==> src/rtl/time_display.sv <==
// Four-digit multiplexed seven-segment driver showing the selected song time as MM.SS,
// blanking the whole display on alternate half-periods while paused.
module time_display #(
   parameter int REFRESH_DIV = 100000,
   parameter int BLINK_DIV   = 50000000
) (
   input  logic       clk,
   input  logic       RESET_N,
   input  logic       ss,
   input  logic       ispaused,
   input  logic [5:0] mins1,
   input  logic [5:0] secs1,
   input  logic [5:0] mins2,
   input  logic [5:0] secs2,
   output logic [6:0] seg,
   output logic [3:0] an,
   output logic       dp
);

   localparam int RW = (REFRESH_DIV > 1) ? $clog2(REFRESH_DIV) : 1;
   localparam int BW = (BLINK_DIV > 1) ? $clog2(BLINK_DIV) : 1;

   logic [RW-1:0] rcnt_reg, rcnt_next;
   logic [1:0]    didx_reg, didx_next;
   logic [BW-1:0] bcnt_reg, bcnt_next;
   logic          bphase_reg, bphase_next;
   logic [5:0]    snap_m_reg, snap_m_next;
   logic [5:0]    snap_s_reg, snap_s_next;
   logic [6:0]    seg_next;
   logic [3:0]    an_next;
   logic          dp_next;
   logic          rcnt_wrap;
   logic [7:0]    bcd_m, bcd_s;
   logic [15:0]   bcd_all;
   logic [3:0]    digit [4];

   function automatic logic [5:0] clamp59(input logic [5:0] v);
      return (v > 6'd59) ? 6'd59 : v;
   endfunction

   // Compare/subtract chain; input is already clamped to 0..59.
   function automatic logic [7:0] to_bcd(input logic [5:0] v);
      logic [5:0] r;
      logic [3:0] t;
      r = v;
      t = 4'd0;
      if (r >= 6'd50) begin
         r = r - 6'd50;  t = 4'd5;
      end else if (r >= 6'd40) begin
         r = r - 6'd40;  t = 4'd4;
      end else if (r >= 6'd30) begin
         r = r - 6'd30;  t = 4'd3;
      end else if (r >= 6'd20) begin
         r = r - 6'd20;  t = 4'd2;
      end else if (r >= 6'd10) begin
         r = r - 6'd10;  t = 4'd1;
      end
      return {t, r[3:0]};
   endfunction

   function automatic logic [6:0] seg_of(input logic [3:0] d);
      logic [6:0] s;
      case (d)
         4'd0:    s = 7'b1000000;
         4'd1:    s = 7'b1111001;
         4'd2:    s = 7'b0100100;
         4'd3:    s = 7'b0110000;
         4'd4:    s = 7'b0011001;
         4'd5:    s = 7'b0010010;
         4'd6:    s = 7'b0000010;
         4'd7:    s = 7'b1111000;
         4'd8:    s = 7'b0000000;
         4'd9:    s = 7'b0010000;
         default: s = 7'b1111111;
      endcase
      return s;
   endfunction

   always_comb begin
      rcnt_wrap = (rcnt_reg == RW'(REFRESH_DIV - 1));
      rcnt_next = rcnt_wrap ? '0 : rcnt_reg + RW'(1);
      didx_next = rcnt_wrap ? didx_reg + 2'd1 : didx_reg;
      snap_m_next = snap_m_reg;
      snap_s_next = snap_s_reg;
      // Sample once per scan so all four digits come from one coherent time value.
      if (rcnt_wrap && (didx_reg == 2'd3)) begin
         snap_m_next = clamp59(ss ? mins2 : mins1);
         snap_s_next = clamp59(ss ? secs2 : secs1);
      end
   end

   always_comb begin
      bcnt_next   = '0;
      bphase_next = 1'b0;
      if (ispaused) begin
         if (bcnt_reg == BW'(BLINK_DIV - 1)) begin
            bcnt_next   = '0;
            bphase_next = ~bphase_reg;
         end else begin
            bcnt_next   = bcnt_reg + BW'(1);
            bphase_next = bphase_reg;
         end
      end
   end

   assign bcd_m   = to_bcd(snap_m_reg);
   assign bcd_s   = to_bcd(snap_s_reg);
   assign bcd_all = {bcd_m, bcd_s};

   // digit[0] = seconds ones ... digit[3] = minutes tens, matching didx order.
   generate
      for (genvar gi = 0; gi < 4; gi++) begin : g_digit
         assign digit[gi] = bcd_all[gi*4 +: 4];
      end
   endgenerate

   always_comb begin
      an_next  = 4'b1111;
      seg_next = 7'b1111111;
      dp_next  = 1'b1;
      if (!bphase_reg) begin
         an_next  = ~(4'b0001 << didx_reg);
         seg_next = seg_of(digit[didx_reg]);
         dp_next  = (didx_reg != 2'd2);
      end
   end

   always_ff @(posedge clk or negedge RESET_N) begin
      if (!RESET_N) begin
         rcnt_reg   <= '0;
         didx_reg   <= 2'd0;
         bcnt_reg   <= '0;
         bphase_reg <= 1'b0;
         snap_m_reg <= 6'd0;
         snap_s_reg <= 6'd0;
         an         <= 4'b1111;
         seg        <= 7'b1111111;
         dp         <= 1'b1;
      end else begin
         rcnt_reg   <= rcnt_next;
         didx_reg   <= didx_next;
         bcnt_reg   <= bcnt_next;
         bphase_reg <= bphase_next;
         snap_m_reg <= snap_m_next;
         snap_s_reg <= snap_s_next;
         an         <= an_next;
         seg        <= seg_next;
         dp         <= dp_next;
      end
   end

endmodule

==> config.mk <==
export PLATFORM = sky130hd
export DESIGN_NAME = time_display
export DESIGN_NICKNAME = d
export VERILOG_FILES = /design/src/rtl/time_display.sv
export SDC_FILE = /design/constraint.sdc
export NUM_CORES = 1
export LEC_CHECK = 0
export BUFFER_PORTS_ARGS = -buffer_cell sky130_fd_sc_hd__buf_2
export CORE_ASPECT_RATIO = 2
export CORE_MARGIN = 4
export CORE_UTILIZATION = 40
export DETAILED_ROUTE_END_ITERATION = 16
export PLACE_DENSITY = 0.53
export SLEW_MARGIN = 20
export SYNTH_ARGS = -nofsm -noshare
export SYNTH_HDL_FRONTEND = slang
export SYNTH_SLANG_ARGS = --single-unit
==> constraint.sdc <==
create_clock -name clk -period 3.9 [get_ports clk]
set_input_delay 0.39 -clock clk [delete_from_list [all_inputs] [get_ports clk]]
set_output_delay 0.39 -clock clk [all_outputs]
set_load 0.01 [all_outputs]
# == After elaboration in Yosys (flattened, before gate mapping) ==
# Memories as Yosys holds them, arrays and structs flattened.
# Index checks and enable logic that the tools add are counted.
# classes
addsub,13
n_shift,1
magnitude_cmp,13
n_bitwise,3
muxes,35
reduce_logical,1
n_eq_ne,5
# op_table
op,count
$mux W26,2
$mux W4,13
$add A26 B1 Y26 const B,1
$eq A26 B26 Y1 const B,1
$ge A6 B5 Y1 const B,4
$ge A6 B6 Y1 const B,4
$mux W6,4
$sub A4 B4 Y4 const B,6
$add A17 B1 Y17 const B,1
$eq A17 B17 Y1 const B,1
$mux W17,1
$ge A6 B4 Y1 const B,2
$gt A6 B6 Y1 const B,2
$mux W3,4
$bmux W4 S2,1
$mux W2,4
$sub A4 B2 Y4 const B,2
$sub A4 B3 Y4 const B,2
$mux W7,1
$mux W1,5
$not A4 Y4,1
$shl A1 B2 Y4 const A,1
$ge A3 B3 Y1 const B,1
$not A2 Y3,1
other kinds (6),6
# totals
mem_count,1
input_bits,28
regBits,70
word_cells,81
mem_bits_ro,112
# mem_list
name,words,word_bits,read_ports,rd_clocked_by_memory_dff,write_ports,line,rtl
(name not given),16,7,1,0,0,63,case (d)

# == Longest topological paths before layout ==
# An unclocked memory read counts as a cell.
# logic_depth
word_depth,11
depth_mapped,12
ltp_nobuf,11

# == Worst setup path before layout ==
# No wires, ideal clock.
# synth_path
path_kind,register to register
startpoint,reg snap_s_reg[2]
endpoint,reg seg[3]
setup_ns,0.086
setup_slack_ns,0.901
synth_period_minus_slack_ns,2.999
required_ns,3.814
path_stages_with_launch,11
t_arrival_ns,2.913
path_cell_list,dfrtp_1 > inv_1 > ha_1 > a2111oi_2 > nand2_1 > a22oi_1 > mux2i_1 > nor4b_4 > ha_1 > o21a_1 > a2111o_1
# synth_via
elab_chain_len,11
elab_cells_between_ends,25
cone_classes,add/sub (5); order compare (5); mux (14); memory (1)
# synth_rtl
item,line,rtl
from (decl),28,"logic [5:0] snap_s_reg, snap_s_next;"
from (signal assigned),145,snap_s_reg <= snap_s_next;
$ge A6 B4 Y1 or $sub A4 B4 Y4 (tied branches),"55, 56",
$mux W4 or $mux W1 (tied branches),55,end else if (r >= 6'd10) begin
$mux W4 or $mux W2 (tied branches),53,end else if (r >= 6'd20) begin
$mux W4 or $mux W2 (tied branches),51,end else if (r >= 6'd30) begin
$mux W4 or $mux W3 (tied branches),49,end else if (r >= 6'd40) begin
$mux W4 or $mux W3 (tied branches),47,if (r >= 6'd50) begin
$bmux W4 S2 *,123,seg_next = seg_of(digit[didx_reg]);
$mux W4 (implied by the code) * (2 in a row),123,
$mem_v2 Z16 W7 *,--,
$mux W7 *,121,if (!bphase_reg) begin
via seg_next[3],29,logic [6:0] seg_next;
to (signal assigned),147,seg <= seg_next;
to (decl),15,"output logic [6:0] seg,"
# Mark *: on every way through the listed nets, which the timed path passes. The rest lies on a longest branch. The select of a mux whose other input is x is not followed.
# A chain may end at the register's enable or synchronous reset.

# == Final worst setup path ==
# layout_path
startpoint,reg snap_m_reg[3]
endpoint,reg seg[0]
# layout_via
elab_chain_len,11
elab_cells_between_ends,25
cone_classes,add/sub (5); order compare (5); mux (14); memory (1)
# layout_rtl
item,line,rtl
from (decl),27,"logic [5:0] snap_m_reg, snap_m_next;"
from (signal assigned),144,snap_m_reg <= snap_m_next;
$ge A6 B4 Y1 or $sub A4 B4 Y4 (tied branches),"55, 56",
$mux W4 or $mux W1 (tied branches),55,
$mux W4 or $mux W2 (tied branches),53,
$mux W4 or $mux W2 (tied branches),51,
$mux W4 or $mux W3 (tied branches),49,
$mux W4 or $mux W3 (tied branches),47,
$bmux W4 S2 *,123,
$mux W4 (implied by the code) * (2 in a row),123,
$mem_v2 Z16 W7 *,--,
$mux W7 *,121,
via seg_next[0],29,
# Marks and branches as above.

==> results.toml <==
[global_routing]
grt-busiest-layer = "met2"
use_met3_pct = 2.62
grt-ovfl-total = 0
antenna_found_initial = 0
grtUsageTotal_pct = 18.3
grt_use_met2_pct = 34.6
grt_max_degree = 41
gr-usage-met1_pct = 18.2
grt_pass1_vias = 3712
grt_pass1_wl_um = 17700

[setup_path]
worstReg2RegStart = "snap_m_reg[3]$_DFFE_PN0P_"
startpoint_type = "flip-flop"
rr_endpoint = "seg[0]$_DFF_PN1_"
critical_path.max_fanout = 11
reg2reg_depth = 10
crit_path_frequent_cell = "o21ai_0"
required_ns = 4.15
cpPeakStageDelay_ns = 0.62
slowest_stage = "nor4bb_1"
r2r_setup_slack_ns = 0.48
arrival_ns = 3.67
critPathTopFamily = "compound AO/OA/AOI/OAI gates"
end_kind = "flip-flop"
crit_chain = "inv_1 > ha_1 > nor4bb_1 > o21ai_0 > o21ai_0 > a2111oi_1 > buf_4 > a211oi_2 > nor2_1 > a2111o_1"
critPathBufInv = 2
criticalPathCategory = "reg2reg"

[pwr]
p_switching_uw = 381
p_per_area_nw_per_um2 = 343
irDropWorstVdd_v = 0.000290
power_frac_clock_pct = 49.8
power_frac_seq_pct = 43.7
p_int_uw = 1310
power_uw = 1690
leakage_uw = 0.00221
comb_power_share_pct = 6.5
sw_frac_of_total_pct = 22.5

[timing]
tightest_slew_ns = 0.936
finalSetupTns_ns = 0
period_minus_slack_ns = 3.42
final-hold-violation-count = 0
slew_headroom_pct = 37.6
fin_crit_sh_pct = 87.8
rsz0062_at_grt = "no"
finalSetupViolCount = 0
final-max-slew-violation-count = 0
fin_hold_ws_ns = 0.204
skew_ns = 0.0103
fmax_mhz = 292

[yosys]
postSynth.asyncResetShare_pct = 100
synth_cell_types = 62
yosysWarnings = 0
synth-seq-cells = 69
synth_top_cell_by_area = "dfrtp_1"
synth.top_cell.area_share_pct = 33.8
yosys-top-cells-count = "dfrtp_1 (58), nor2_1 (49), nand2_1 (42)"
syn_area_per_cell_um2 = 9.28
synth_edf_count = 0
synth_most_common_cell = "dfrtp_1"
synth_top_cells_by_area = "dfrtp_1 (34%), dfstp_2 (6.7%), ha_1 (6.7%)"
syn_inst = 463
synth_nets = 514
synth_flop_cell = "dfrtp_1"
synth_area_um2 = 4300
yosysSeqAreaShare_pct = 40.5

[die]
core_area_um2 = 10500
io_pins = 40
initial_utilization_pct = 41.0
die_area_um2 = 12600
die_h_um = 155
die_w_um = 81.3
fp-row-count = 53

[clock_network]
postCtsHoldBufs = 0
cts_tree = "done"
max-clock-path-buffers = 2
cts_resized = 0
post_cts_buffers = 0
worstSkewPairLatency_ns = 0.33
clock-sinks = 69
cts_root_buf = "clkbuf_16"
cts.htree.levels = 3
cts.clk_slew.worst_paths_ns = 0.06
numCtsBuffers = 9

[cells_and_area]
design_area_um2 = 4940
seqCellArea_um2 = 1740
largest_reg_flops = 26
antenna_cells = 0
areaGrowthSynthToFinish_pct = 15.0
drive_gt1_share_pct = 15.8
layout.nets = 552
num-fill-cells = 1054
multiInputGateArea_um2 = 2400
fin_util_pct = 47.1

[detailed_routing]
post_drt_via_cell_ratio = 5.45
post_drt_wl_per_cell_um = 16.4
firstDrtPassIters = 4
antenna_left = 0
vias = 3505
drtIter0Drc = 77
route.detailed.drc = 0
wl_um = 10500

[flow_run]
drv_cap = 0

[place]
gp_congestion = 0.965
dp_hpwl_um = 8100
dpl_cell_area_um2 = 4620
io_buffers = 39

[worst_hold_path]
min_path_type = "in2async"

[status]
status = "completed"
[logic make-up (layout without fill, tap and decap cells)]
group                      Yosys count  in the layout  share of synthesized area (%)
xor gates and xnor gates            42             42                           8.56
adders and majority gates           23             23                           6.70
buffers and inverters               38             81                           3.64
AOI/OAI and AO/OA                   86             86                           14.9
DFF                                 69             69                           40.5
and+or+nand+nor                    196            196                           23.6
muxes                                9              9                           2.13
[per-layer routing]
layer | part of all wire (%) | up-vias
met5 | 0 | -
met4 | 3.5 | 0
met3 | 2.1 | 28
met2 | 59 | 63
met1 | 36 | 1691
li1 | - | 1723
[worst reg2reg max path, stage by stage (launching register included)]
cell and delay (ns):
dfrtp_1 0.55, inv_1 0.20, ha_1 0.17, nor4bb_1 0.62, o21ai_0 0.15, o21ai_0 0.29, a2111oi_1 0.14, buf_4 0.18
a211oi_2 0.47, nor2_1 0.15, a2111o_1 0.41
[placed cells by master (no fill, tap or decap), types with 3 or more instances in the layout]
cell type / count
o21a_1: 4
inv_1: 19
nor4_1: 5
xnor2_1: 23
a211o_1: 3
buf_4: 5
nand3_1: 28
nor2_1: 49
a21o_1: 5
nand2_1: 42
nand4_1: 8
nand2b_1: 4
clkbuf_16: 11
a211oi_1: 3
o32a_1: 3
and2_1: 4
and3_1: 10
o211ai_1: 5
mux2i_1: 8
a21oi_1: 16
buf_2: 39
dfrtp_1: 58
ha_1: 23
or3_1: 4
and4_1: 4
xor2_1: 19
dfstp_2: 11
nor2b_1: 11
o21ai_0: 21
nor4bb_1: 3
nor3_1: 12
nand3b_1: 4
[how the worst max path moves through the flow]
stage                                          from               end  slack, ns  cells past startpoint
final                     snap_m_reg[3]$_DFFE_PN0P_  seg[0]$_DFF_PN1_       0.48                     10
after global routing      snap_m_reg[3]$_DFFE_PN0P_  seg[3]$_DFF_PN1_       0.27                     10
after CTS                 snap_m_reg[3]$_DFFE_PN0P_  seg[3]$_DFF_PN1_       0.50                     10
after detailed placement  snap_m_reg[3]$_DFFE_PN0P_  seg[3]$_DFF_PN1_       0.53                     10
after global placement    snap_m_reg[3]$_DFFE_PN0P_  seg[3]$_DFF_PN1_       0.63                     10
after floorplan           snap_s_reg[2]$_DFFE_PN0P_  seg[3]$_DFF_PN1_       0.90                     10
[area by class of cell]
cell class | count | share of cell area (%)
clock buffers | 14 | 6.21
well taps | 137 | 3.47
inverters | 21 | 1.60
multi-input cells | 356 | 48.6
clock inverters | 2 | 0.203
repair buffers | 44 | 4.71
flip-flops and latches | 69 | 35.2
[metrics by stage]
stage	cells	setup WS, ns
after global placement	627	0.631
final	643	0.478
after detailed placement	627	0.526
after CTS	643	0.498
after floorplan	463	0.901
after global routing	643	0.268
[power groups by stage]
stage                     logic [uW]  registers, uW  clock network [uW]
after floorplan                 58.2            752                   0
after global placement           110            753                   0
after detailed placement         111            753                   0
after CTS                        112            740                 869
after global routing             123            742                 893
final                            110            740                 843
Power figures use the tool's default switching activity.
